$ cat config.mk
export PLATFORM = sky130hd
export DESIGN_NAME = phase_display_driver
export DESIGN_NICKNAME = d
export VERILOG_FILES = /design/src/rtl/phase_display_driver.sv
export SDC_FILE = /design/constraint.sdc
export NUM_CORES = 1
export LEC_CHECK = 0
export CORE_UTILIZATION = 59
export DETAILED_ROUTE_END_ITERATION = 12
export PLACE_DENSITY = 0.77
export SLEW_MARGIN = 20
export SYNTH_ARGS = -nofsm -noshare
export SYNTH_HDL_FRONTEND = slang
export SYNTH_SLANG_ARGS = --single-unit
$ cat constraint.sdc
create_clock -name clk -period 6.4 [get_ports clk]
set_input_delay 1.28 -clock clk [delete_from_list [all_inputs] [get_ports clk]]
set_output_delay 1.28 -clock clk [all_outputs]
set_load 0.01 [all_outputs]
$ cat src/rtl/phase_display_driver.sv
// Four-digit multiplexed seven-segment driver for the phase timer display.
// Layout, left to right: 'P', phase digit, tens of remaining seconds, units.
// The inputs are sampled into shadow registers once per frame so the display never tears mid-frame.
// When set is high, the phase digit's decimal point is lit and the two seconds digits blink.
//
// Ports:
//   clk        system clock, all state on rising edge
//   rst        asynchronous active-low reset, blanks the display immediately
//   set        set-mode flag, used unregistered for the dp and blink gating
//   cur_phase  phase index 0..4; 5..7 are shown as dashes
//   seven_num  remaining seconds 0..15
//   an         digit enables, active-low, an[3] is the leftmost digit
//   seg        segments {g,f,e,d,c,b,a}, active-low
//   dp         decimal point, active-low
module phase_display_driver #(
  parameter int SCAN_DIV  = 25000,
  parameter int BLINK_DIV = 6250000
) (
  input  logic       clk,
  input  logic       rst,
  input  logic       set,
  input  logic [2:0] cur_phase,
  input  logic [3:0] seven_num,
  output logic [3:0] an,
  output logic [6:0] seg,
  output logic       dp
);

  localparam int SCAN_W  = (SCAN_DIV  > 2) ? $clog2(SCAN_DIV)  : 1;
  localparam int BLINK_W = (BLINK_DIV > 2) ? $clog2(BLINK_DIV) : 1;
  localparam logic [SCAN_W-1:0]  SCAN_MAX  = SCAN_W'(SCAN_DIV - 1);
  localparam logic [BLINK_W-1:0] BLINK_MAX = BLINK_W'(BLINK_DIV - 1);

  localparam logic [6:0] SEG_P     = 7'b0001100;
  localparam logic [6:0] SEG_DASH  = 7'b0111111;
  localparam logic [6:0] SEG_BLANK = 7'b1111111;

  function automatic logic [6:0] digit_seg(input logic [3:0] d);
    logic [6:0] s;
    case (d)
      4'd0:    s = 7'b1000000;
      4'd1:    s = 7'b1111001;
      4'd2:    s = 7'b0100100;
      4'd3:    s = 7'b0110000;
      4'd4:    s = 7'b0011001;
      4'd5:    s = 7'b0010010;
      4'd6:    s = 7'b0000010;
      4'd7:    s = 7'b1111000;
      4'd8:    s = 7'b0000000;
      4'd9:    s = 7'b0010000;
      default: s = SEG_BLANK;
    endcase
    return s;
  endfunction

  logic [SCAN_W-1:0]  scan_cnt;
  logic [BLINK_W-1:0] blink_cnt;
  logic               blink_on;
  logic [1:0]         slot;
  logic [2:0]         sh_phase;
  logic [3:0]         sh_num;

  logic               tick;
  logic               load;
  logic [1:0]         slot_nx;
  logic [2:0]         phase_nx;
  logic [3:0]         num_nx;
  logic [3:0]         units;
  logic               phase_bad;
  logic [3:0]         an_nx;
  logic [6:0]         seg_nx;
  logic               dp_nx;

  assign tick = (scan_cnt == SCAN_MAX);
  // Shadows reload as the scan wraps from slot 3 back to slot 0.
  assign load = tick && (slot == 2'd3);

  // Output decode looks at the values the shadows will hold after this edge,
  // so slot 0 shows a freshly loaded number on the same edge as the load.
  always_comb begin
    slot_nx   = slot + 2'd1;
    phase_nx  = load ? cur_phase : sh_phase;
    num_nx    = load ? seven_num : sh_num;
    phase_bad = (phase_nx > 3'd4);
    units     = (num_nx >= 4'd10) ? (num_nx - 4'd10) : num_nx;
    an_nx     = ~(4'b0001 << slot_nx);
    dp_nx     = ~(set && (slot_nx == 2'd2));
    seg_nx    = SEG_BLANK;
    case (slot_nx)
      2'd0:    seg_nx = phase_bad ? SEG_DASH : digit_seg(units);
      2'd1:    seg_nx = phase_bad ? SEG_DASH
                                  : ((num_nx >= 4'd10) ? digit_seg(4'd1) : SEG_BLANK);
      2'd2:    seg_nx = phase_bad ? SEG_DASH : digit_seg({1'b0, phase_nx});
      default: seg_nx = SEG_P;
    endcase
    // Blink only the seconds digits (slots 0 and 1) during the off half.
    if (set && !blink_on && !slot_nx[1]) begin
      seg_nx = SEG_BLANK;
    end
  end

  always_ff @(posedge clk or negedge rst) begin
    if (!rst) begin
      scan_cnt <= '0;
      slot     <= 2'd3;
      sh_phase <= 3'd0;
      sh_num   <= 4'd0;
      an       <= 4'b1111;
      seg      <= SEG_BLANK;
      dp       <= 1'b1;
    end else if (tick) begin
      scan_cnt <= '0;
      slot     <= slot_nx;
      sh_phase <= phase_nx;
      sh_num   <= num_nx;
      an       <= an_nx;
      seg      <= seg_nx;
      dp       <= dp_nx;
    end else begin
      scan_cnt <= scan_cnt + 1'b1;
    end
  end

  // Blink timebase runs only in set mode; leaving set mode forces the
  // digits back on at the next clock.
  always_ff @(posedge clk or negedge rst) begin
    if (!rst) begin
      blink_cnt <= '0;
      blink_on  <= 1'b1;
    end else if (!set) begin
      blink_cnt <= '0;
      blink_on  <= 1'b1;
    end else if (blink_cnt == BLINK_MAX) begin
      blink_cnt <= '0;
      blink_on  <= ~blink_on;
    end else begin
      blink_cnt <= blink_cnt + 1'b1;
    end
  end

endmodule
==> load_flow_metrics.sql <==
INSERT INTO impl_metrics (metric_group, metric, value, unit) VALUES
('outcome', 'status', 'finished clean', ''),
('hold_path', 'min_delay_worst_endpoint', 'an[3]', ''),
('hold_path', 'holdCritPathClass', 'flop to flop', ''),
('drt', 'via_per_inst', '5.762', ''),
('sta', 'max_slew_vio_count', '0', ''),
('cts', 'cts_repair_resize_count', '0', ''),
('placement', 'post_dp_cell_area', '3643', 'µm²'),
('power_and_ir_drop', 'power_leakage', '1.648', 'nW'),
('setup_path', 'data_arrival_time_of_the_critical_path', '3.24', 'ns'),
('synth', 'share_of_the_yosys_chip_area_belonging_to_registers', '45.07', '%'),
('setup_path', 'worst-setup-path-type', 'input port to flop', ''),
('power_and_ir_drop', 'report.power.total', '813.1', 'µW'),
('cts', 'worst_skew_pair.late_latency', '0.35', 'ns'),
('global_routing', 'globalRouteTotalUtil', '25.98', '%'),
('setup_path', 'critical_path.startpoint_type', 'input port', ''),
('global_routing', 'grt_start_max_net_pins', '61', ''),
('layout', 'fin_nets', '404', ''),
('cts', 'cts-root-buf', 'sky130_fd_sc_hd__clkbuf_8', ''),
('setup_path', 'endpoint_kind', 'flop', ''),
('drt', 'finalWirelength', '6.963', 'mm'),
('placement', 'place_ws', '3.117', 'ns'),
('cts', 'ctsHtreeMaxLevel', '3', ''),
('cts', 'cts_inserted_buffers', '9', ''),
('floorplan', 'die_wd', '77.62', 'µm'),
('synth', 'synth_flop_cell', 'sky130_fd_sc_hd__dfrtp_1', ''),
('sta', 'setup_viol_count_final', '0', ''),
('floorplan', 'die_height', '77.62', 'µm'),
('setup_path', 'r2r_slack', '3.53', 'ns'),
('synth', 'synth.top_cell.area_share', '33.38', '%'),
('drt', 'wire_per_inst', '15.34', 'µm'),
('floorplan', 'placementRows', '27', ''),
('placement', 'io_buffers', '21', ''),
('sta', 'post-route-worst-setup-slack', '3.438', 'ns'),
('layout', 'postLayoutCellArea', '3871', 'µm²'),
('cts', 'ctsLongestPathBuffers', '2', ''),
('cts', 'post_cts_hold_buffer_count', '0', ''),
('sta', 'post-route-period-util', '46.29', '%'),
('drt', 'detail_route.first_pass.iterations', '4', ''),
('layout', 'final-instance-count-excl-fill', '454', ''),
('floorplan', 'fp.coreArea', '5507', 'µm²'),
('placement', 'hpwlAfterDp', '4.858', 'mm'),
('placement', 'gp_routability_congestion', '0.9280', ''),
('floorplan', 'die-area', '6024', 'µm²'),
('drt', 'drtIter0Drc', '187', ''),
('flow_run', 'cap_viol_max_count', '0', ''),
('sta', 'hold_ws', '0.4786', 'ns'),
('synth', 'post_synth_instance_area', '3373', 'µm²'),
('hold_path', 'min_from', 'an[3]', ''),
('drt', 'post-route-drc-count', '0', ''),
('layout', 'antenna_cells_inserted', '0', ''),
('power_and_ir_drop', 'power_density', '210.0', 'nW/µm²'),
('setup_path', 'reg2regPathDepth', '9', ''),
('layout', 'layout_common_cells', 'sky130_fd_sc_hd__nand2_1, sky130_fd_sc_hd__nor2_1, sky130_fd_sc_hd__dfrtp_1', ''),
('global_routing', 'grt_antenna_before_repair', '0', ''),
('setup_path', 'crit_fanout', '4', ''),
('global_routing', 'grt_pass1_vias', '2566', ''),
('power_and_ir_drop', 'vdd.ir_drop.worst', '0.1490', 'mV'),
('cts', 'postCtsSetupRepairBufs', '0', ''),
('sta', 'setup_tns', '0', 'ns'),
('sta', 'tightestPinTransition', '0.7419', 'ns'),
('setup_path', 'worst_r2r_startpoint', 'scan_cnt[10]', ''),
('sta', 'final.min_clock_period', '2.962', 'ns'),
('drt', 'num_vias', '2616', ''),
('synth', 'synthCells', '352', ''),
('cts', 'tritoncts_num_sinks', '60', ''),
('sta', 'unrepaired_setup_endpoints_after_global_routing', 'false', ''),
('synth', 'post_synth_main_area_contributors', 'sky130_fd_sc_hd__dfrtp_1, sky130_fd_sc_hd__dfstp_2, sky130_fd_sc_hd__ha_1', ''),
('synth', 'net_count_after_synthesis', '379', ''),
('layout', 'share_of_cells_above_drive_strength_1', '12.30', '%'),
('synth', 'postSynth.asyncResetShare', '100.0', '%'),
('global_routing', 'wire_length_of_the_first_global_routing_pass', '11.87', 'mm');
layout make-up:
type                            count  area [µm²]
Multi-Input combinational cell    270        1768
Inverter                           14       52.55
Tap cell                           72       90.09
Clock inverter                      3       68.82
Timing Repair Buffer               22       212.7
Clock buffer                       13       158.9
Fill cell                         426        1635
Sequential cell                    60        1520
cell families (layout without fill, tap and decap cells):
family / after synthesis / after routing / share of synthesized area, %
AND/OR/NAND/NOR: 163 / 163 / 24.30
AO/OA/AOI/OAI: 44 / 44 / 8.865
XOR/XNOR: 37 / 37 / 9.607
adder cells (fa/ha/maj): 17 / 17 / 6.306
buffers and inverters: 22 / 52 / 2.522
flip-flops: 60 / 60 / 45.07
multiplexers: 9 / 9 / 3.338
power breakdown:
| part | switching (mW) | total, mW | internal (mW) |
|---|---|---|---|
| Combinational | 0.0203 | 0.0324 | 0.0121 |
| Clock | 0.153 | 0.395 | 0.242 |
| Sequential | 0.00323 | 0.386 | 0.383 |
worst max-delay path by stage:
stage,startpoint,to,slack [ns],depth (start not counted)
detailed placement,seven_num[3],seg[3],3.12,9
global route,seven_num[3],seg[3],3.22,9
global placement,seven_num[3],seg[3],3.21,9
CTS,seven_num[3],seg[3],3.47,9
floorplan,scan_cnt[0],seg[3],3.76,13
finish,seven_num[3],seg[3],3.44,9
worst max-delay path, stage by stage:
cell,delay (ns)
sky130_fd_sc_hd__clkdlybuf4s50_1,0.52
sky130_fd_sc_hd__nor2b_1,0.23
sky130_fd_sc_hd__a211oi_1,0.10
sky130_fd_sc_hd__a21oi_1,0.24
sky130_fd_sc_hd__inv_1,0.13
sky130_fd_sc_hd__ha_1,0.24
sky130_fd_sc_hd__nand3b_1,0.12
sky130_fd_sc_hd__nand3_1,0.08
sky130_fd_sc_hd__o32a_1,0.30
synth_stat cells (all sizes together) (12+ instances only):
master	n
nand2	46
nor2	46
dfrtp	45
xnor2	19
xor2	18
ha	17
nand3	16
dfstp	15
inv	14
nor3	12
o21ai	12
state kept, by name (all words and copies together), names as in the netlist:
| signal | flops |
|---|---|
| an | 4 |
| blink_cnt | 23 |
| blink_on | 1 |
| dp | 1 |
| scan_cnt | 15 |
| seg | 7 |
| sh_num | 4 |
| sh_phase | 3 |
| slot | 2 |
layer usage:
layer | up-vias | wire length (µm) | GRT usage [%]
met5 | - | 0 | 0
met4 | 0 | 164 | 13.77
met3 | 18 | 332 | 6.706
met2 | 58 | 3164 | 39.38
met1 | 1268 | 3301 | 34.07
li1 | 1272 | - | -
(Power assumes the default switching activity.)
